## src/rtl/apu_pkg.sv

```systemverilog
// -----------------------------------------------------------------------------
// apu_pkg
// Shared constants for the 2A03 audio channel gating logic.
//   LIN_W      : width of the triangle linear counter and its reload value
//   LEN_W      : width of the length counters (triangle, pulse, noise)
//   LEN_TABLE  : 32-entry length lookup, indexed by the 5-bit length index
//                written to the channel's fourth register
//   len_lookup : helper returning LEN_TABLE[idx]
// -----------------------------------------------------------------------------
package apu_pkg;

   localparam int LIN_W = 7;
   localparam int LEN_W = 8;

   // Index 0 is the leftmost element.
   localparam logic [0:31][LEN_W-1:0] LEN_TABLE = {
      8'd10,  8'd254, 8'd20,  8'd2,   8'd40,  8'd4,   8'd80,  8'd6,
      8'd160, 8'd8,   8'd60,  8'd10,  8'd14,  8'd12,  8'd26,  8'd14,
      8'd12,  8'd16,  8'd24,  8'd18,  8'd48,  8'd20,  8'd96,  8'd22,
      8'd192, 8'd24,  8'd72,  8'd26,  8'd16,  8'd28,  8'd32,  8'd30
   };

   function automatic logic [LEN_W-1:0] len_lookup(input logic [4:0] idx);
      return LEN_TABLE[idx];
   endfunction

endpackage

```

## src/rtl/tri_lin_len_ctrl_if.sv

```systemverilog
// -----------------------------------------------------------------------------
// tri_lin_len_ctrl_if
// Register-write / frame-tick bus into the triangle gating stage and its
// status outputs.
//   slave  modport : the gating stage (consumes strobes, drives status)
//   master modport : CPU / frame sequencer side
// Signals:
//   wr_4008, wr_400b        one-cycle register write strobes
//   r1, r4                  $4008 / $400B data bytes
//   period                  11-bit timer period
//   chan_en                 channel enable level from $4015
//   quarter_frame, half_frame one-cycle frame-sequencer ticks
//   step_en, len_active     gating outputs
//   lin_cnt, len_cnt        debug counter views
// -----------------------------------------------------------------------------
interface tri_lin_len_ctrl_if;
   import apu_pkg::*;

   logic             wr_4008;
   logic             wr_400b;
   logic [7:0]       r1;
   logic [7:0]       r4;
   logic [10:0]      period;
   logic             chan_en;
   logic             quarter_frame;
   logic             half_frame;
   logic             step_en;
   logic             len_active;
   logic [LIN_W-1:0] lin_cnt;
   logic [LEN_W-1:0] len_cnt;

   modport slave (
      input  wr_4008, wr_400b, r1, r4, period, chan_en, quarter_frame, half_frame,
      output step_en, len_active, lin_cnt, len_cnt
   );

   modport master (
      output wr_4008, wr_400b, r1, r4, period, chan_en, quarter_frame, half_frame,
      input  step_en, len_active, lin_cnt, len_cnt
   );

endinterface

```

## src/rtl/apu_len_counter.sv

```systemverilog
// -----------------------------------------------------------------------------
// apu_len_counter
// Channel length counter shared by the triangle, pulse and noise channels.
// Ports:
//   clk, reset  clock, synchronous active-high reset
//   load_i      length register write strobe
//   idx_i       5-bit length index from the written register
//   halt_i      halt (length-counter disable) flag
//   tick_i      half-frame tick
//   en_i        channel enable level; low forces the counter to zero
//   cnt_o       current count
//   active_o    count is non-zero
// Same-cycle priority: enable clear > load > tick decrement.
// -----------------------------------------------------------------------------
module apu_len_counter
   import apu_pkg::*;
(
   input  logic             clk,
   input  logic             reset,
   input  logic             load_i,
   input  logic [4:0]       idx_i,
   input  logic             halt_i,
   input  logic             tick_i,
   input  logic             en_i,
   output logic [LEN_W-1:0] cnt_o,
   output logic             active_o
);

   logic [LEN_W-1:0] cnt_q, cnt_d;

   // NOTE: cnt_d is given its hold value first so every path assigns it and
   // no latch is inferred.
   always_comb begin
      cnt_d = cnt_q;
      if (!en_i) begin
         cnt_d = '0;
      end else if (load_i) begin
         cnt_d = len_lookup(idx_i);
      end else if (tick_i && !halt_i && (cnt_q != '0)) begin
         cnt_d = cnt_q - LEN_W'(1);
      end
   end

   // NOTE: state registers use non-blocking assignment so every flop samples
   // the pre-edge values, independent of process ordering.
   always_ff @(posedge clk) begin
      if (reset) begin
         cnt_q <= '0;
      end else begin
         cnt_q <= cnt_d;
      end
   end

   assign cnt_o    = cnt_q;
   assign active_o = (cnt_q != '0);

endmodule

```

## src/rtl/tri_lin_len_ctrl.sv

```systemverilog
// -----------------------------------------------------------------------------
// tri_lin_len_ctrl
// Triangle channel gating stage: linear counter plus length counter. The
// waveform generator may only advance its 32-step sequence while step_en is
// high; otherwise the output level freezes.
// Ports:
//   clk    CPU-rate clock
//   reset  synchronous, active-high; clears all state
//   bus    tri_lin_len_ctrl_if.slave (write strobes, data, frame ticks,
//          channel enable, step_en / len_active / debug counters)
// Build option:
//   TRI_ULTRASONIC_MUTE_EN  when defined, step_en also requires period >= 2,
//                           freezing the waveform at ultrasonic periods 0/1.
//                           When undefined, period is ignored.
// -----------------------------------------------------------------------------
module tri_lin_len_ctrl
   import apu_pkg::*;
(
   input  logic               clk,
   input  logic               reset,
   tri_lin_len_ctrl_if.slave  bus
);

   logic             ctrl_q,       ctrl_d;
   logic [LIN_W-1:0] reload_val_q, reload_val_d;
   logic             reload_flag_q, reload_flag_d;
   logic [LIN_W-1:0] lin_q,        lin_d;

   logic [LEN_W-1:0] len_cnt;
   logic             len_nz;

   always_comb begin
      ctrl_d        = ctrl_q;
      reload_val_d  = reload_val_q;
      reload_flag_d = reload_flag_q;
      lin_d         = lin_q;

      if (bus.wr_4008) begin
         ctrl_d       = bus.r1[7];
         reload_val_d = bus.r1[LIN_W-1:0];
      end

      // The quarter tick acts on the pre-write flag; a same-cycle $400B write
      // then overrides the clear so the next tick reloads.
      if (bus.quarter_frame) begin
         if (reload_flag_q) begin
            lin_d = reload_val_q;
         end else if (lin_q != '0) begin
            lin_d = lin_q - LIN_W'(1);
         end
         if (!ctrl_q) begin
            reload_flag_d = 1'b0;
         end
      end
      if (bus.wr_400b) begin
         reload_flag_d = 1'b1;
      end
   end

   always_ff @(posedge clk) begin
      if (reset) begin
         ctrl_q        <= 1'b0;
         reload_val_q  <= '0;
         reload_flag_q <= 1'b0;
         lin_q         <= '0;
      end else begin
         ctrl_q        <= ctrl_d;
         reload_val_q  <= reload_val_d;
         reload_flag_q <= reload_flag_d;
         lin_q         <= lin_d;
      end
   end

   // The control flag doubles as the length-counter halt.
   apu_len_counter u_len (
      .clk      (clk),
      .reset    (reset),
      .load_i   (bus.wr_400b),
      .idx_i    (bus.r4[7:3]),
      .halt_i   (ctrl_q),
      .tick_i   (bus.half_frame),
      .en_i     (bus.chan_en),
      .cnt_o    (len_cnt),
      .active_o (len_nz)
   );

`ifdef TRI_ULTRASONIC_MUTE_EN
   assign bus.step_en = (lin_q != '0) && len_nz && (bus.period >= 11'd2);
   logic unused_bits;
   assign unused_bits = ^bus.r4[2:0];
`else
   assign bus.step_en = (lin_q != '0) && len_nz;
   logic unused_bits;
   assign unused_bits = ^{bus.r4[2:0], bus.period};
`endif

   assign bus.len_active = len_nz;
   assign bus.lin_cnt    = lin_q;
   assign bus.len_cnt    = len_cnt;

endmodule

```

## src/flat_wrapper.sv

```systemverilog
// flat-port wrapper written by rule: the top's interface ports become plain ports
module tri_lin_len_ctrl_flat import apu_pkg::*;
  (clk, reset, bus_wr_4008, bus_wr_400b, bus_r1, bus_r4, bus_period, bus_chan_en, bus_quarter_frame, bus_half_frame, bus_step_en, bus_len_active, bus_lin_cnt, bus_len_cnt);
  tri_lin_len_ctrl_if bus_i ();
  input  logic clk;
  input  logic reset;
  input wire logic [$bits(bus_i.wr_4008)-1:0] bus_wr_4008;
  input wire logic [$bits(bus_i.wr_400b)-1:0] bus_wr_400b;
  input wire logic [$bits(bus_i.r1)-1:0] bus_r1;
  input wire logic [$bits(bus_i.r4)-1:0] bus_r4;
  input wire logic [$bits(bus_i.period)-1:0] bus_period;
  input wire logic [$bits(bus_i.chan_en)-1:0] bus_chan_en;
  input wire logic [$bits(bus_i.quarter_frame)-1:0] bus_quarter_frame;
  input wire logic [$bits(bus_i.half_frame)-1:0] bus_half_frame;
  output wire logic [$bits(bus_i.step_en)-1:0] bus_step_en;
  output wire logic [$bits(bus_i.len_active)-1:0] bus_len_active;
  output wire logic [$bits(bus_i.lin_cnt)-1:0] bus_lin_cnt;
  output wire logic [$bits(bus_i.len_cnt)-1:0] bus_len_cnt;
  assign bus_i.wr_4008 = bus_wr_4008;
  assign bus_i.wr_400b = bus_wr_400b;
  assign bus_i.r1 = bus_r1;
  assign bus_i.r4 = bus_r4;
  assign bus_i.period = bus_period;
  assign bus_i.chan_en = bus_chan_en;
  assign bus_i.quarter_frame = bus_quarter_frame;
  assign bus_i.half_frame = bus_half_frame;
  assign bus_step_en = bus_i.step_en;
  assign bus_len_active = bus_i.len_active;
  assign bus_lin_cnt = bus_i.lin_cnt;
  assign bus_len_cnt = bus_i.len_cnt;
  tri_lin_len_ctrl u_core (.clk(clk), .reset(reset), .bus(bus_i));
endmodule
```

## config.mk

```make
export PLATFORM = sky130hd
export DESIGN_NAME = tri_lin_len_ctrl_flat
export DESIGN_NICKNAME = d
export VERILOG_FILES = /design/src/rtl/apu_pkg.sv /design/src/rtl/tri_lin_len_ctrl_if.sv /design/src/rtl/apu_len_counter.sv /design/src/rtl/tri_lin_len_ctrl.sv /design/src/flat_wrapper.sv
export SDC_FILE = /design/constraint.sdc
export NUM_CORES = 1
export LEC_CHECK = 0
export BUFFER_PORTS_ARGS = -buffer_cell sky130_fd_sc_hd__buf_2
export CAP_MARGIN = 20
export CORE_ASPECT_RATIO = 1.25
export CORE_MARGIN = 2
export CORE_UTILIZATION = 51
export DETAILED_ROUTE_END_ITERATION = 16
export MAX_ROUTING_LAYER = met4
export PLACE_DENSITY_LB_ADDON = 0.1
export SYNTH_ARGS = -nofsm -noshare
export SYNTH_HDL_FRONTEND = slang
export SYNTH_SLANG_ARGS = --single-unit
```

## constraint.sdc

```tcl
create_clock -name clk -period 1.7 [get_ports clk]
set_clock_uncertainty 0.05 [all_clocks]
set_input_delay 0.17 -clock clk [delete_from_list [all_inputs] [get_ports clk]]
set_output_delay 0.17 -clock clk [all_outputs]
set_load 0.01 [all_outputs]
```

== Word-level counts from Yosys, hierarchy flattened ==
Memories as Yosys holds them, arrays and structs flattened.
Cells that the tools add are included.

* Flip-flop bits (word level): 24
* Bits in latches: 0
* RAM bits: 0
* ROM bits: 256
* Bits of input ports: 34
* Output and inout port bits: 17
* Word-level logic and storage cells: 33
* Memories kept: 1

{| class="wikitable"
|+ Memory list
! memory !! depth !! width !! read ports !! clocked after Yosys merged registers in !! write ports !! line !! text
|-
| (no name shown) || 32 || 8 || 1 || 0 || 0 || apu_pkg.sv:24 || <nowiki>return LEN_TABLE[idx];</nowiki>
|}

* $add $sub $neg: 2
* $mul: 0
* Divide/modulo/power cells: 0
* Magnitude comparators: 1
* Equal/unequal tests: 1
* Shift-type cells: 0
* Muxes and demuxes: 9
* Bitwise operators: 2
* Reductions and logical operators: 12

{| class="wikitable"
|+ Operators by type and width
! kind !! count
|-
| $mux 8 || 4
|-
| $mux 7 || 2
|-
| $reduce_bool 8->1 || 1
|-
| $sub 8x1->8 const B || 1
|-
| $reduce_bool 7->1 || 1
|-
| $sub 7x1->7 const B || 1
|-
| $ge 6x6->1 const B || 1
|-
| $not 5->6 || 1
|-
| $reduce_bool 2->1 || 3
|-
| $reduce_and 2->1 || 2
|-
| $logic_and 1x1->1 || 3
|-
| $mux 1 || 3
|-
| $ne 2x2->1 const B || 1
|-
| $reduce_or 2->1 || 1
|-
| $logic_not 1->1 || 1
|-
| $not 1->1 || 1
|}

== Logic depth before layout (Yosys ltp) ==
Gate-level depths: netlist of the first run.

* Depth in word-level cells: 5
* Mapped depth: 6
* Gate-level depth less buffers: 6

== By module ==
From an unflattened synthesis of the first run, not the netlist that was laid out.

* Cells, all modules: 203
* Area total of the unflattened synthesis: 1639.1 um^2

{| class="wikitable"
|+ By module, submodules not included
! module !! instances !! cells each !! area an instance (um^2)
|-
| apu_len_counter || 1 || 113 || 853.3
|-
| tri_lin_len_ctrl || 1 || 90 || 785.8
|}

== Worst setup path before layout of the first run ==
OpenSTA, ideal clock, no wires.

* Kind: reg2reg
* Start: register u_core.u_len.cnt_q[0], in the netlist u_core.u_len.cnt_o[0]
* End: register u_core.u_len.cnt_q[3], in the netlist u_core.u_len.cnt_o[3]
* Data arrival time: 1.497 ns
* Required time: 1.531 ns
* Path slack: 0.034 ns
* Cell stages (with the launch flop): 7
* Buffers on the path: 0
* Period minus slack after synthesis: 1.666 ns
* Path through: dfxtp_1 inv_1 ha_1 nor4b_4 a21oi_1 mux2_2 o221a_2

* Cells in the longest elaborated chain, start to end: 3
* Elaborated cells between the ends (all ways): 6
* Those cells by class: add/sub: 1; mux: 2; reduce/logical: 3

{| class="wikitable"
|+ Ends and longest elaborated chain
! element !! line !! text
|-
| start: declaration || apu_len_counter.sv:29 || <nowiki>logic [LEN_W-1:0] cnt_q, cnt_d;</nowiki>
|-
| start signal: assignment || apu_len_counter.sv:50 || <nowiki>cnt_q <= cnt_d;</nowiki>
|-
| $sub 8x1->8 / $reduce_bool 8->1 (equally long branches) || apu_len_counter.sv:40, apu_len_counter.sv:39 ||
|-
| $mux 8 / $logic_and 1x1->1 (equally long branches) || apu_len_counter.sv:39 || <nowiki>end else if (tick_i && !halt_i && (cnt_q != '0)) begin</nowiki>
|-
| $mux 8 / $reduce_bool 2->1 (equally long branches) || -- ||
|}

Several ways; a longest one is shown, not always the timed one. The select of a mux whose other input is x is not followed.
A chain may end at the register's enable or synchronous reset.

== Worst setup path in the final report of the first run ==
* Start: register u_core.lin_q[3], in the netlist u_core.bus.lin_cnt[3]
* End: output port bus_step_en

* Cells in the longest elaborated chain, start to end: 2

{| class="wikitable"
|+ Ends and longest elaborated chain
! element !! line !! text
|-
| start: declaration || tri_lin_len_ctrl.sv:27 || <nowiki>logic [LIN_W-1:0] lin_q, lin_d;</nowiki>
|-
| start signal: assignment || tri_lin_len_ctrl.sv:70 || <nowiki>lin_q <= lin_d;</nowiki>
|-
| $reduce_bool 7->1 || tri_lin_len_ctrl.sv:92 || <nowiki>assign bus.step_en = (lin_q != '0) && len_nz;</nowiki>
|-
| $logic_and 1x1->1 || tri_lin_len_ctrl.sv:92 ||
|-
| end: declaration || flat_wrapper.sv:15 || <nowiki>output wire logic [$bits(bus_i.step_en)-1:0] bus_step_en;</nowiki>
|}

No other way between the ends.

==> flow_summary.yaml, run 1 <==
outcome:
  run_status: "finished clean"
global_routing:
  grt_overflow: 0
  grt_pass1_wl_mm: 7.07
  grt_max_degree: 20
  grt_pass1_vias: 1715
  antenna_found_initial: 0
  track_usage_pct: 26.9
cts:
  h-tree-depth: 1
  cts.sinks: 24
  cts_max_path_buffers: 2
  root_buffer: "clkbuf_8"
  cts_made_buffers: 3
  path_clk_slew_ps: 80
  cts_hold_buffers: 0
  insertion_delay_ps: 270
  cts_tree: "done"
synthesis:
  synth_nets: 246
  yosysSeqAreaShare_pct: 29.2
  synthesis.area_um2: 1650
  postSynthCellCount: 202
  synth_edf_count: 0
  async_flop_share_pct: 0
  synth_area_leaders: "dfxtp_1 (29%), mux2i_1 (7.9%), ha_1 (7.6%)"
  synth_seq_cells: 24
  synth.top_cell.area_share_pct: 29.2
  yosys.area.top_type: "dfxtp_1"
  synth.distinct_cells: 45
  syn_avg_cell_area_um2: 8.15
  ys.flop_type: "dfxtp_1"
  ys.warnings.count: 0
timing:
  layout_min_cycle_time_ps: 1700
  setup_viol: 0
  slew-limit-headroom_pct: 67.9
  post-route-period-util_pct: 100
  finalHoldViolations: 0
  holdWs_ps: 91.0
  maxSlewViolCount: 0
  worstMarginPinSlew_ps: 477
  rsz0062_at_grt: "true"
  fmax_mhz: 588
routing:
  antenna_left: 0
  via_per_inst: 5.98
  firstDrtPassIters: 4
  drc: 0
  vias: 1777
  drt-total-wl_mm: 4.66
  drtIter0Drc: 59
  wl_per_cell_um: 15.7
placed_design:
  gp_congestion: 0.861
  port_buffers: 36
  hpwl_mm: 3.39
min_path:
  hold_path_depth: 3
  hold_class: "input port to register"
  hp-start: "bus_r1[6]"
critical_path:
  worstPathMaxFanout: 7
  crit_type: "register to output pin"
  worstReg2RegStart: "u_core.u_len.cnt_o[0]$_SDFFE_PP0P_"
  crit_required_ps: 1480
  cp-end-kind: "output pin"
  start_kind: "register"
  crit_start: "u_core.bus.lin_cnt[3]$_SDFFE_PP0P_"
  reg2reg_depth: 7
  arrival_ps: 1480
floorplanning:
  io_pins: 51
  row_count: 23
  core_um2: 3140
  start_util_pct: 52.5
  die-height_um: 67.5
  fp.dieArea_um2: 3700
  fp.dieW_um: 54.8
final_layout:
  antennaDiodeCount: 0
  final_cell_mix: "buf_2 (36), buf_4 (28), nor2_1 (23)"
  layout_commonest_cell: "buf_2"
  utilization_pct: 70.0
  drive_gt1_share_pct: 36.5
  final_nets: 305
  area_growth_pct: 33.4
power_and_ir_drop:
  peakVddDrop_mv: 0.551
  finalPower_uw: 1840
  p_leak_uw: 0.000982
  p_per_area_nw_per_um2: 837
job:
  maxCapViolations: 0
-- registers in the layout, indices dropped and copies added (netlist names) --
register and cells:
u_core.ctrl_q 1, u_core.bus.lin_cnt 7, u_core.reload_val_q 7, u_core.u_len.cnt_o 8
u_core.reload_flag_q 1
-- stage by stage --
step	area, um^2	TNS (ps)	cells	worst slack [ps]
2_1_floorplan	1650	0	202	34.4
3_3_place_gp	2010	0	288	50.0
3_5_place_dp	2010	-46.1	288	-46.1
4_1_cts	2110	-38.5	295	-38.5
5_1_grt	2200	-86.5	297	-50.8
6_report	2200	0	297	0.333
-- synth_stat cells, types with 3 or more instances --
master and instances:
dfxtp_1 24, nor2_1 23, a21oi_1 16, inv_1 14, mux2i_1 13, o21ai_0 13, ha_1 10, nand2_1 9
clkbuf_1 8, nand2b_1 7, nor3_1 6, a211oi_1 5, nand3_1 4, nand3b_1 4, a2111oi_0 3, nor2b_1 3
nor4_1 3, o21a_1 3
-- critical path: stages, from the launching register on --
cell and delay, ps:
dfxtp_2 360, or4_4 540, o21a_1 180, buf_2 130
-- power by group --
group / leakage [uW] / internal (uW) / switching, uW / total (uW)
logic: 0.000753 / 380 / 391 / 772
clock network: 0.0000288 / 207 / 185 / 392
registers: 0.000200 / 618 / 57.1 / 675
total: 0.000982 / 1210 / 633 / 1840
-- per-layer routing --
| layer | track usage (%) | share of wire (%) |
|---|---|---|
| met5 | - | 0 |
| met4 | 15.6 | 3.0 |
| met3 | 3.32 | 3.5 |
| met2 | 48.2 | 57 |
| met1 | 26.7 | 37 |
-- worst paths after layout --
| kind | slack, ps | endpoint |
|---|---|---|
| worst max-delay path | 0.3 | bus_step_en |
| worst min-delay path | 90 | u_core.reload_val_q[6]$_SDFFE_PP0P_ |
| worst max register to register | 50 | u_core.u_len.cnt_o[3]$_SDFFE_PP0P_ |
| worst min register to register | 460 | u_core.reload_val_q[0]$_SDFFE_PP0P_ |
-- repair_timing --
action,CTS,global route
hold endpoints to repair,0,0
setup buffers,3,2
pin swaps,1,1
gates resized for setup,10,16
setup endpoints to repair,3,7
-- final cells by class --
class                      instances  area, um^2
fill                             272         940
timing repair buffer              64         390
sequential                        24         492
clock buffer                       4        55.1
inverter                          14        55.1
tap                               37        46.3
multi-input combinational        154        1160
-- cells by family after synthesis --
logic type	share of synthesized area (%)
DFF	29.2
AOI/OAI and AO/OA	23.9
adders and majority gates	7.60
and+or+nand+nor	23.9
muxes	9.27
xor gates and xnor gates	0.532
buffers and inverters	5.62
(Power assumes the default switching activity.)
==> run 2: changes to the inputs <==
--- a/config.mk
+++ b/config.mk
@@ -15,4 +15,5 @@
 export PLACE_DENSITY_LB_ADDON = 0.1
 export SYNTH_ARGS = -nofsm -noshare
 export SYNTH_HDL_FRONTEND = slang
+export SYNTH_HIERARCHICAL = 1
 export SYNTH_SLANG_ARGS = --single-unit
==> run 2 against run 1 <==
The run now ends with negative setup slack left. Maximum frequency decreased by 12%. Setup slack got worse by 230 ps. Clock power fell by 1%. Count of clock-buffer cells in the layout did not move. Critical path type unchanged. Critical path depth increased by 3.
==> flow_summary.yaml, run 2 <==
final_layout:
  antennaDiodeCount: 0
  area_growth_pct: 38.0
  largest_reg_flops: 8
  fill_cells: 265
  final_nets: 307
  drive_gt1_share_pct: 39.7
  layout_commonest_cell: "buf_2"
  final_cell_mix: "buf_2 (35), buf_4 (26), dfxtp_1 (19)"
synthesis:
  synthSimpleGateAreaFrac_pct: 24.7
  synth.distinct_cells: 50
  synth_area_leaders: "dfxtp_1 (29%), ha_1 (7.6%), mux2i_1 (6.7%)"
  async_flop_share_pct: 0
  synth_compound_gate_area_share_pct: 23.5
  synthTopCellsByCount: "dfxtp_1 (24), nor2_1 (19), inv_1 (15)"
  ys.warnings.count: 6
  synth_nets: 247
  yosys-mux-area-fraction_pct: 6.72
  synth_xor_xnor_area_share_pct: 2.14
  synth.most_common_cell: "dfxtp_1"
  postSynthCellCount: 203
  synth_edf_count: 0
  synth.top_cell.area_share_pct: 29.3
  yosysSeqAreaShare_pct: 29.3
  synthesis.area_um2: 1640
  syn_avg_cell_area_um2: 8.07
  ys.flop_type: "dfxtp_1"
  synth_top_family_by_area: "simple AND/OR/NAND/NOR gates"
  synth_seq_cells: 24
  synthAdderAreaFrac_pct: 7.63
  yosys.area.top_type: "dfxtp_1"
critical_path:
  worstReg2RegStart: "u_core/u_len/cnt_o[5]$_SDFFE_PP0P_"
  reg2reg_depth: 4
  crit_start: "u_core/u_len/cnt_o[5]$_SDFFE_PP0P_"
  worstPathMaxFanout: 3
  r2r-end: "u_core/u_len/cnt_o[7]$_SDFFE_PP0P_"
  crit_type: "register to output pin"
  start_kind: "register"
  cp-end-kind: "output pin"
  worstSetupEndpoint: "bus_step_en"
  arrival_ps: 1710
  crit_required_ps: 1480
  regToRegSetupSlack_ps: -210
timing:
  holdWs_ps: 92.2
  maxSlewViolCount: 0
  slew-limit-headroom_pct: 61.1
  worstMarginPinSlew_ps: 583
  post-route-period-util_pct: 113
  fmax_mhz: 519
  finalHoldViolations: 0
  rsz0062_at_grt: "true"
  setup_viol: 12
  fin_ws_ps: -226
  layout_min_cycle_time_ps: 1930
power_and_ir_drop:
  finalPower_uw: 2130
  peakVddDrop_mv: 0.648
  p_per_area_nw_per_um2: 943
  p_leak_uw: 0.00104
global_routing:
  grt_pass1_wl_mm: 7.15
  antenna_found_initial: 0
  grt_overflow: 0
  grt_pass1_vias: 1691
  grt_max_degree: 22
  track_usage_pct: 26.7
placed_design:
  port_buffers: 36
  gp_congestion: 0.872
  hpwl_mm: 3.29
  place_ws_ps: -137
outcome:
  run_status: "complete, but fails checks"
  failed_checks: "negative setup slack"
cts:
  h-tree-depth: 1
  cts_tree: "done"
  cts_made_buffers: 3
  cts_max_path_buffers: 2
  insertion_delay_ps: 260
  path_clk_slew_ps: 90
  root_buffer: "clkbuf_8"
  cts_hold_buffers: 0
  cts.sinks: 24
routing:
  wl_per_cell_um: 15.3
  firstDrtPassIters: 4
  drtIter0Drc: 57
  antenna_left: 0
  vias: 1723
  via_per_inst: 5.76
  drc: 0
  drt-total-wl_mm: 4.57
floorplanning:
  start_util_pct: 52.3
  core_um2: 3140
  die-height_um: 67.4
  row_count: 23
  fp.dieArea_um2: 3690
  io_pins: 51
  fp.dieW_um: 54.7
job:
  maxCapViolations: 0
min_path:
  hold_class: "input port to register"
  hp-start: "bus_r1[5]"
## run 2: cell types whose count changed after synthesis, sizes merged, moves of 3 or more
| cell | previous run | this run |
|---|---|---|
| nor2 | 23 | 19 |
| nor3 | 6 | 10 |
| nand2 | 9 | 13 |
| nand3b | 4 | 0 |
| a21oi | 16 | 12 |
| o31ai | 2 | 5 |
| a211oi | 6 | 1 |
| o21ai | 13 | 9 |
## run 2: cell type report
type                            instances  area (um^2)  area share [%]
Clock buffer                            4         55.1            2.43
Timing Repair Buffer                   66          427            18.9
Tap cell                               37         46.3            2.05
Sequential cell                        24          487            21.5
Inverter                               15         56.3            2.49
Multi-Input combinational cell        153         1190            52.7
## run 2: through the flow
| stage | util [%] | instance area, um^2 | TNS [ps] | instances |
|---|---|---|---|---|
| floorplan | - | 1640 | -403 | 203 |
| global placement | 64.9 | 2040 | -480 | 293 |
| detailed placement | 64.9 | 2040 | -680 | 293 |
| CTS | 69.8 | 2190 | -1280 | 299 |
| global route | 72.1 | 2260 | -2260 | 299 |
| finish | 72.1 | 2260 | -1500 | 299 |
## run 2: timing repair
item                       in CTS  in global routing
setup buffers                   2                  0
setup endpoints to repair      11                 15
pin swaps                       6                  7
resized for setup              20                 18
gates cloned                    0                  0
## run 2: report_power, final
part           internal [uW]  switching [uW]  leakage, uW
Clock                    207             180    0.0000288
Sequential               625            50.6     0.000199
Combinational            559             511     0.000813
## run 2: cell families after synthesis
kind of cell / Yosys count
simple gates: 76
compound gates: 52
buf+inv: 26
flops: 24
mux: 11
fa+ha+maj: 10
xor+xnor: 4
## run 2: worst max-delay path, stage by stage, from the launching register on
cell     delay (ps)
dfxtp_2         330
or4_4           550
buf_6           150
nor2_4           80
nand2_2          70
and2_4          160
buf_6           110
## run 2: per-layer routing
layer  GRT usage (%)  vias up  part of all wire, %
li1                -      855                    -
met1            27.7      808                   39
met2            48.4       47                   55
met3            3.32       13                  3.5
met4            11.9        0                  3.1
met5               -        -                    0
## run 2: how the worst min path moves through the flow
stage | slack (ps) | cells past startpoint | to
after floorplan | 190 | 1 | u_core/bus.lin_cnt[2]$_SDFFE_PP0P_
after global placement | 360 | 3 | u_core/reload_val_q[5]$_SDFFE_PP0P_
after detailed placement | 370 | 3 | u_core/reload_val_q[5]$_SDFFE_PP0P_
after CTS | 100 | 3 | u_core/reload_val_q[5]$_SDFFE_PP0P_
after global routing | 110 | 3 | u_core/ctrl_q$_SDFFE_PP0P_
final | 90 | 3 | u_core/reload_val_q[5]$_SDFFE_PP0P_
